$ cat src/rtl/uart_pkg.sv
// Shared UART types and helpers: FSM state encoding, baud counter width, default baud constant.
package uart_pkg;

   typedef enum logic [2:0] {
      StIdle   = 3'd0,
      StStart  = 3'd1,
      StData   = 3'd2,
      StParity = 3'd3,
      StStop   = 3'd4
   } uart_state_e;

   // 115200 baud from a 100 MHz system clock
   localparam int unsigned DEFAULT_CLKS_PER_BIT = 868;

   function automatic int unsigned cnt_width(input int unsigned clks);
      return (clks < 2) ? 1 : $clog2(clks);
   endfunction

endpackage

$ cat src/rtl/uart_baud_gen.sv
// Bit-period timer: counts 0..CLKS_PER_BIT-1 while enabled and flags the last cycle of each bit.
module uart_baud_gen
   import uart_pkg::*;
#(
   parameter int unsigned CLKS_PER_BIT = DEFAULT_CLKS_PER_BIT
) (
   input  logic clk,
   input  logic rst,
   input  logic en,
   input  logic restart,
   output logic bit_end
);

   localparam int unsigned CW = cnt_width(CLKS_PER_BIT);
   localparam logic [CW-1:0] LAST = CW'(CLKS_PER_BIT - 1);

   logic [CW-1:0] cnt_q;

   always_ff @(posedge clk or posedge rst) begin
      if (rst) begin
         cnt_q <= '0;
      end else if (restart || !en) begin
         cnt_q <= '0;
      end else if (cnt_q == LAST) begin
         cnt_q <= '0;
      end else begin
         cnt_q <= cnt_q + 1'b1;
      end
   end

   assign bit_end = en && (cnt_q == LAST);

endmodule

$ cat src/rtl/uart_tx_param.sv
// Parametrised UART transmitter with internal baud timing and valid/ready input.
// Optional parity bit compiled in with `define UART_TX_PARITY_EN.
module uart_tx_param
   import uart_pkg::*;
#(
   parameter int unsigned CLKS_PER_BIT = DEFAULT_CLKS_PER_BIT,
   parameter int unsigned DATA_BITS    = 8,
   parameter int unsigned MSB_FIRST    = 1,
   parameter int unsigned STOP_BITS    = 1,
   parameter int unsigned PARITY_ODD   = 0
) (
   input  logic                 clk,
   input  logic                 rst,
   input  logic [DATA_BITS-1:0] tx_data,
   input  logic                 tx_valid,
   output logic                 tx_ready,
   output logic                 tx_out,
   output logic                 tx_busy,
   output logic                 tx_done
);

   if (CLKS_PER_BIT < 2) begin : gen_bad_clks
      $error("uart_tx_param: CLKS_PER_BIT must be at least 2");
   end
   if (STOP_BITS < 1 || STOP_BITS > 2) begin : gen_bad_stop
      $error("uart_tx_param: STOP_BITS must be 1 or 2");
   end
   if (DATA_BITS < 5 || DATA_BITS > 9) begin : gen_bad_data
      $error("uart_tx_param: DATA_BITS must be within 5..9");
   end
   if (MSB_FIRST > 1 || PARITY_ODD > 1) begin : gen_bad_flag
      $error("uart_tx_param: MSB_FIRST and PARITY_ODD must be 0 or 1");
   end

   localparam int unsigned IDX_W = $clog2(DATA_BITS + 1);
   localparam logic [IDX_W-1:0] LAST_DATA = IDX_W'(DATA_BITS - 1);
   localparam logic [IDX_W-1:0] LAST_STOP = IDX_W'(STOP_BITS - 1);

   uart_state_e          state_q;
   logic [IDX_W-1:0]     bit_idx_q;
   logic [DATA_BITS-1:0] shreg_q;
   logic [DATA_BITS-1:0] shreg_next;
   logic                 next_bit;
   logic                 bit_end;
   logic                 handshake;
`ifdef UART_TX_PARITY_EN
   logic                 parity_q;
`endif

   assign tx_ready  = (state_q == StIdle);
   assign tx_busy   = !tx_ready;
   assign handshake = tx_valid && tx_ready;

   uart_baud_gen #(
      .CLKS_PER_BIT(CLKS_PER_BIT)
   ) u_baud (
      .clk    (clk),
      .rst    (rst),
      .en     (tx_busy),
      .restart(handshake),
      .bit_end(bit_end)
   );

   // Head of the shift register is the next bit on the line
   always_comb begin
      next_bit   = 1'b1;
      shreg_next = shreg_q;
      if (MSB_FIRST != 0) begin
         next_bit   = shreg_q[DATA_BITS-1];
         shreg_next = {shreg_q[DATA_BITS-2:0], 1'b0};
      end else begin
         next_bit   = shreg_q[0];
         shreg_next = {1'b0, shreg_q[DATA_BITS-1:1]};
      end
   end

   always_ff @(posedge clk or posedge rst) begin
      if (rst) begin
         state_q   <= StIdle;
         bit_idx_q <= '0;
         shreg_q   <= '0;
         tx_out    <= 1'b1;
         tx_done   <= 1'b0;
`ifdef UART_TX_PARITY_EN
         parity_q  <= 1'b0;
`endif
      end else begin
         tx_done <= 1'b0;
         unique case (state_q)
            StIdle: begin
               tx_out <= 1'b1;
               if (tx_valid) begin
                  shreg_q   <= tx_data;
                  bit_idx_q <= '0;
                  tx_out    <= 1'b0;
                  state_q   <= StStart;
`ifdef UART_TX_PARITY_EN
                  parity_q  <= (^tx_data) ^ PARITY_ODD[0];
`endif
               end
            end
            StStart: begin
               if (bit_end) begin
                  tx_out  <= next_bit;
                  shreg_q <= shreg_next;
                  state_q <= StData;
               end
            end
            StData: begin
               if (bit_end) begin
                  if (bit_idx_q == LAST_DATA) begin
                     bit_idx_q <= '0;
`ifdef UART_TX_PARITY_EN
                     tx_out    <= parity_q;
                     state_q   <= StParity;
`else
                     tx_out    <= 1'b1;
                     state_q   <= StStop;
`endif
                  end else begin
                     bit_idx_q <= bit_idx_q + 1'b1;
                     tx_out    <= next_bit;
                     shreg_q   <= shreg_next;
                  end
               end
            end
            StParity: begin
`ifdef UART_TX_PARITY_EN
               if (bit_end) begin
                  tx_out  <= 1'b1;
                  state_q <= StStop;
               end
`else
               tx_out  <= 1'b1;
               state_q <= StIdle;
`endif
            end
            StStop: begin
               if (bit_end) begin
                  if (bit_idx_q == LAST_STOP) begin
                     bit_idx_q <= '0;
                     tx_done   <= 1'b1;
                     state_q   <= StIdle;
                  end else begin
                     bit_idx_q <= bit_idx_q + 1'b1;
                  end
               end
            end
            default: begin
               tx_out  <= 1'b1;
               state_q <= StIdle;
            end
         endcase
      end
   end

endmodule

$ cat config.mk
export PLATFORM = sky130hd
export DESIGN_NAME = uart_tx_param
export DESIGN_NICKNAME = d
export VERILOG_FILES = /design/src/rtl/uart_pkg.sv /design/src/rtl/uart_baud_gen.sv /design/src/rtl/uart_tx_param.sv
export SDC_FILE = /design/constraint.sdc
export NUM_CORES = 1
export LEC_CHECK = 0
export CELL_PAD_IN_SITES_DETAIL_PLACEMENT = 1
export CELL_PAD_IN_SITES_GLOBAL_PLACEMENT = 2
export CORE_MARGIN = 3
export CORE_UTILIZATION = 35
export DETAILED_ROUTE_END_ITERATION = 8
export HOLD_SLACK_MARGIN = 0.06
export PLACE_DENSITY_LB_ADDON = 0.1
export SYNTH_ARGS = -nofsm -noshare
export SYNTH_HDL_FRONTEND = slang
export SYNTH_HIERARCHICAL = 1
export SYNTH_SLANG_ARGS = --single-unit
$ cat constraint.sdc
create_clock -name clk -period 2.45 [get_ports clk]
set_input_delay 0.245 -clock clk [delete_from_list [all_inputs] [get_ports clk]]
set_output_delay 0.245 -clock clk [all_outputs]
set_load 0.02 [all_outputs]
Yosys cells after proc, flatten, opt, wreduce, memory -nomap -nowiden:

Cells that the tools add are included.

* eq/ne operators: 12
* $add $sub $neg: 2
* bitwise gates (word level): 1
* multiplexer cells: 28
* reduce and logical (&&, ||, !) cells: 12

Operators by type and width (number)
* 2-to-1 mux 8 bit: 4
* one-hot mux 8 bit (3 select lines): 1
* 2-to-1 mux 10 bit: 2
* 2-to-1 mux 4 bit: 5
* 2-to-1 mux 3 bit: 6
* != test 2 bit (second input constant): 7
* one-hot mux 3 bit (4 select lines): 1
* one-hot mux 4 bit (3 select lines): 1
* adder 10 x 1 -> 10 bit (second input constant): 1
* equality test 10 bit (second input constant): 1
* 2-to-1 mux 1 bit: 7
* AND reduction 6 bit: 1
* nonzero test 3 bit: 2
* AND reduction 5 bit: 1
* adder 4 x 1 -> 4 bit (second input constant): 1
* equality test 4 x 3 -> 1 bit (second input constant): 1
* logical NOT 4 bit: 1
* one-hot mux 1 bit (4 select lines): 1
* AND reduction 4 bit: 1
* equality test 3 x 1 -> 1 bit (second input constant): 1
* equality test 3 x 2 -> 1 bit (second input constant): 1
* equality test 3 bit (second input constant): 1
* logical NOT 3 bit: 1
* AND reduction 3 bit: 1
* other kinds (4): 5

* register bits: 27
* output and inout port bits: 4

Depth between registers and ports, before layout:

Gate-level depths: netlist of the first run.

* depth in word-level cells: 5
* gate-level depth with buffers: 9
* gate-level depth less buffers: 8

Modules after synthesis:

Netlist of the first run, hierarchy kept.

By module, submodules not included
* uart_tx_param: times used 1, cells an instance 99, area an instance 1066.0 um2
* uart_baud_gen: times used 1, cells an instance 50, area an instance 499.2 um2

Worst setup path after synthesis of the first run:

OpenSTA, ideal clock, no wires.

* path kind: register to register
* start point: register state_q[2]
* end point: register tx_out
* clock period less this slack: 2.452 ns
* buffers on the path: 2
* path slack: -0.002 ns
* data required time: 2.365 ns
* arrival time: 2.367 ns
* cell stages (with the launch flop): 10
* cell sequence: dfrtp_1 -> buf_2 -> nor3_2 -> inv_1 -> and3_1 -> buf_4 -> or3b_1 -> a21oi_1 -> nor2_1 -> mux2_1

* longest elaborated chain between the ends: 5
* elaborated cells between the ends (all ways): 11

RTL lines
* start, declared: RTL line uart_tx_param.sv:39 `uart_state_e state_q;`
* start signal, assigned: RTL line uart_tx_param.sv:79 `state_q <= StIdle;`
* start signal, assigned: RTL line uart_tx_param.sv:96 `state_q <= StStart;`
* start signal, assigned: RTL line uart_tx_param.sv:106 `state_q <= StData;`
* logical NOT 3 bit (*): RTL line uart_tx_param.sv:50 `assign tx_ready = (state_q == StIdle);`
* named net tx_ready: RTL line uart_tx_param.sv:16 `output logic tx_ready,`
* logical NOT 1 bit (*): RTL line uart_tx_param.sv:51 `assign tx_busy = !tx_ready;`
* named net tx_busy: RTL line uart_tx_param.sv:18 `output logic tx_busy,`
* logical AND 1 bit (*): RTL line uart_baud_gen.sv:31 `assign bit_end = en && (cnt_q == LAST);`
* named net bit_end: RTL line uart_tx_param.sv:44 `logic bit_end;`
* != test 2 bit (no source line)
* AND reduction 3 bit (no source line) (*)
* end signal, assigned: RTL line uart_tx_param.sv:104 `tx_out <= next_bit;`
* end signal, assigned: RTL line uart_tx_param.sv:122 `tx_out <= next_bit;`
* end, declared: RTL line uart_tx_param.sv:17 `output logic tx_out,`

The timed path passes the listed nets; every way through them passes the cells marked *.
A chain may end at the register's enable or synchronous reset.

Worst setup path after layout of the first run:

* start point: register u_baud.cnt_q[0]
* end point: register shreg_q[2]

* longest elaborated chain between the ends: 4
* elaborated cells between the ends (all ways): 5

RTL lines
* start, declared: RTL line uart_baud_gen.sv:17 `logic [CW-1:0] cnt_q;`
* start signal, assigned: RTL line uart_baud_gen.sv:27 `cnt_q <= cnt_q + 1'b1;`
* equality test 10 bit (*): RTL line uart_baud_gen.sv:31
* logical AND 1 bit (*): RTL line uart_baud_gen.sv:31
* named net bit_end: RTL line uart_tx_param.sv:44
* != test 2 bit (no source line)
* AND reduction 5 bit (no source line) (*)
* end signal, assigned: RTL line uart_tx_param.sv:93 `shreg_q <= tx_data;`
* end signal, assigned: RTL line uart_tx_param.sv:105 `shreg_q <= shreg_next;`
* end signal, assigned: RTL line uart_tx_param.sv:123 `shreg_q <= shreg_next;`
* end, declared: RTL line uart_tx_param.sv:41 `logic [DATA_BITS-1:0] shreg_q;`

Marked as above.

==> impl_metrics.toml, run 1 <==
[floorplanning]
core-area_sq_mm = 0.004144
ios = 15
num_rows = 23
die_height_um = 72.88
die-area_sq_mm = 0.005311
start_util_pct = 37.77
chipWidth_um = 72.88

[drt]
wirelength_mm = 3.126
drtAntennaViolNets = 0
wl_per_cell_um = 14.61
drtPass1Iterations = 3
vias = 1084
viasPerCell = 5.065
drcViolationCount = 0
first_iter_violations = 55

[critical_path]
r2r_setup_slack_ns = 0.20
critPathCapture = "shreg_q[2]"
slowest_delay_ns = 0.40
crit_chain = "ha_1 -> nand4bb_1 -> nor3_1 -> and3_2 -> inv_2 -> maj3_2 -> nand3b_4 -> mux2_2"
worst_r2r_endpoint = "shreg_q[2]"
cp_num_buf_inv = 1
cp_max_fo = 8
critPathLaunchType = "flop"
cp.required_ns = 2.61
cp.depth = 8
regToRegStartpoint = "u_baud/cnt_q[0]"
path_class = "reg2reg"
worstPathArrival_ns = 2.40
r2r_cells = 8
critPathCaptureType = "flop"
path_delay_family = "simple AND/OR/NAND/NOR gates"
crit_path_start = "u_baud/cnt_q[0]"
crit_slowest_cell = "dfrtp_1"

[synth]
synth_edf_count = 0
netlist_top_cells_count = "dfrtp_1, nor2_1, mux2_2, inv_1, nand2_1"
synth_cells = 149
syn_area_sq_mm = 0.001565
synth-seq-area-share_pct = 43.25
yosysMostFrequentCell = "dfrtp_1"
synthArstFlopShare_pct = 100.0
yosys.area.top_type = "dfrtp_1"
avgSynthCellArea_sq_um = 10.51
synth-main-ff-cell = "dfrtp_1"
synth_area_leaders = "dfrtp_1, mux2_2, nor2_1"
synth_seq_cells = 27
synth_top_area_share_pct = 41.57
ys_types = 46
synth_nets = 163
ys.warnings.count = 6

[clock_tree]
cts_tree = "done"
worstSkewPairLatency_ns = 0.27
cts_resized = 0
clkSinkCount = 27
numCtsBuffers = 3
clk_path_buf_depth = 2
clock-root-buffer = "clkbuf_8"
clkTransAtPathRegs_ns = 0.09
htreeDepth = 1
post_cts_buffers = 0
holdBufCountCts = 0

[pwr]
share_comb_of_total_power_pct = 17.3
clkPwrFrac_pct = 24.3
power.static_leakage_nw = 0.7615
sw_frac_of_total_pct = 28.33
pwr-share-seq_pct = 58.4
switchingPower_uw = 288.0
vdd_drop_max_mv = 0.4876
internal_power_uw = 728.7
p_per_area_mw_per_mm2 = 564.7

[place]
place_congestion = 0.7168
hpwlAfterDp_mm = 2.449
port_buffers = 14
dp_slack_ns = 0.1118

[grt]
met2_usage_pct = 21.84
overflow = 0
grt_pass1_vias = 1169
grt_pass1_wl_mm = 5.561
top_usage_layer = "met2"
globalRouteTotalUtil_pct = 13.19
grt_use_met3_pct = 3.444
met1_usage_pct = 18.00
antenna_found_initial = 0
grt_max_degree = 18

[timing]
fmax_mhz = 445.4
maxSlewHeadroom_pct = 55.76
worst_pin_slew_ns = 0.6629
slew_violations = 0
hold_viol = 0
period_share_pct = 91.65
period_minus_slack_ns = 2.245
tns_ns = 0
setup-violations-final = 0
rsz0062_at_grt = "no"
fin_ws_ns = 0.2046
skew_ns = 0.003868

[cells_and_area]
nets = 179
diodes = 0
drive_above_1_share_pct = 20.73
nFillCells = 469
area_growth_pct = 15.03
fin_util_pct = 43.45

[job]
maxCapViolCount = 0

[hold_path]
min_path_type = "in2async"

[outcome]
status = "completed"
## kinds of logic after synthesis
kind of cell	count (synthesis)	share of synthesized area [%]
and+or+nand+nor	59	22.14
AOI/OAI and AO/OA	18	8.793
adders and majority gates	4	3.118
muxes	16	11.51
DFF	27	43.25
xor gates and xnor gates	9	5.036
buffers and inverters	16	6.155
## final cells by class
type	count	area, sq um	area share, %
multi-input combinational	106	812.0	45.10
sequential	27	676.9	37.60
timing repair buffer	18	170.2	9.451
tap	50	62.56	3.475
clock buffer	4	45.04	2.502
inverter	9	33.78	1.876
## through the flow
step / area, sq um / hold slack (ns) / total power, mW / instances
global route: 1800 / 0.3191 / 1.095 / 214
CTS: 1787 / 0.2905 / 1.036 / 214
global placement: 1742 / 0.4664 / 0.7717 / 210
floorplan: 1572 / 0.08518 / 0.7166 / 149
detailed placement: 1742 / 0.4935 / 0.7799 / 210
finish: 1800 / 0.2763 / 1.017 / 214
## how the worst min path moves through the flow
stage               slack [ns]            start         endpoint  cells past startpoint
floorplan                 0.09              rst  u_baud/cnt_q[0]                      1
global placement          0.47  u_baud/cnt_q[0]  u_baud/cnt_q[0]                      1
detailed placement        0.49       shreg_q[4]       shreg_q[4]                      1
CTS                       0.29              rst  u_baud/cnt_q[9]                      2
global route              0.32              rst  u_baud/cnt_q[7]                      2
finish                    0.28              rst  u_baud/cnt_q[1]                      2
## registers in the layout, indices dropped and copies added (netlist names)
name,count
u_baud/cnt_q,10
bit_idx_q,4
tx_done,1
state_q,3
tx_out,1
shreg_q,8
## metal layers
metal | vias to the layer above | part of all wire, %
met5 | - | 0
met1 | 530 | 51
met4 | 0 | 0.42
met3 | 2 | 2.6
met2 | 11 | 46
li1 | 541 | -
## worst register-to-register path, delay by kind of cell, from the launching register on
| kind | cells | cell delay, ns |
|---|---|---|
| buffers and inverters | 1 | 0.04 |
| DFF | 1 | 0.40 |
| adders and majority gates | 2 | 0.51 |
| and+or+nand+nor | 4 | 0.87 |
| muxes | 1 | 0.31 |
## cell usage in the layout (no fill, tap or decap), types with 2 or more instances in the layout
cell type | Yosys | final
a21oi_1 | 3 | 3
a31oi_1 | 2 | 2
buf_4 | 1 | 4
clkbuf_8 | 0 | 3
clkdlybuf4s50_1 | 0 | 14
dfrtp_1 | 26 | 26
ha_1 | 3 | 3
inv_1 | 8 | 8
mux2_2 | 15 | 15
nand2_1 | 8 | 8
nand2b_1 | 4 | 4
nand3_1 | 5 | 5
nand4_1 | 2 | 2
nor2_1 | 17 | 17
nor3_1 | 3 | 3
nor3b_1 | 3 | 3
o21ai_0 | 4 | 4
or3b_1 | 3 | 3
xnor2_1 | 5 | 5
xor2_1 | 4 | 4
## power by group through the flow
stage | Sequential (mW) | Clock, mW | Combinational, mW
finish | 0.594 | 0.247 | 0.176
global route | 0.608 | 0.284 | 0.204
CTS | 0.595 | 0.262 | 0.180
detailed placement | 0.602 | 0 | 0.178
global placement | 0.599 | 0 | 0.173
floorplan | 0.583 | 0 | 0.133
Power figures use the tool's default switching activity.
==> run 2: changes to the inputs <==
--- a/config.mk
+++ b/config.mk
@@ -10,7 +10,7 @@
 export CORE_MARGIN = 3
 export CORE_UTILIZATION = 35
 export DETAILED_ROUTE_END_ITERATION = 8
-export HOLD_SLACK_MARGIN = 0.06
+export HOLD_SLACK_MARGIN = 0.08
 export PLACE_DENSITY_LB_ADDON = 0.1
 export SYNTH_ARGS = -nofsm -noshare
 export SYNTH_HDL_FRONTEND = slang
==> results of run 2 <==
The final DEF is identical to that of run 1; final timing and power are the same.
==> run 3: changes to the inputs <==
--- a/config.mk
+++ b/config.mk
@@ -5,6 +5,7 @@
 export SDC_FILE = /design/constraint.sdc
 export NUM_CORES = 1
 export LEC_CHECK = 0
+export ABC_CLOCK_PERIOD_IN_PS = 2450
 export CELL_PAD_IN_SITES_DETAIL_PLACEMENT = 1
 export CELL_PAD_IN_SITES_GLOBAL_PLACEMENT = 2
 export CORE_MARGIN = 3
==> results of run 3 <==
The final DEF is identical to that of run 1; final timing and power are the same.
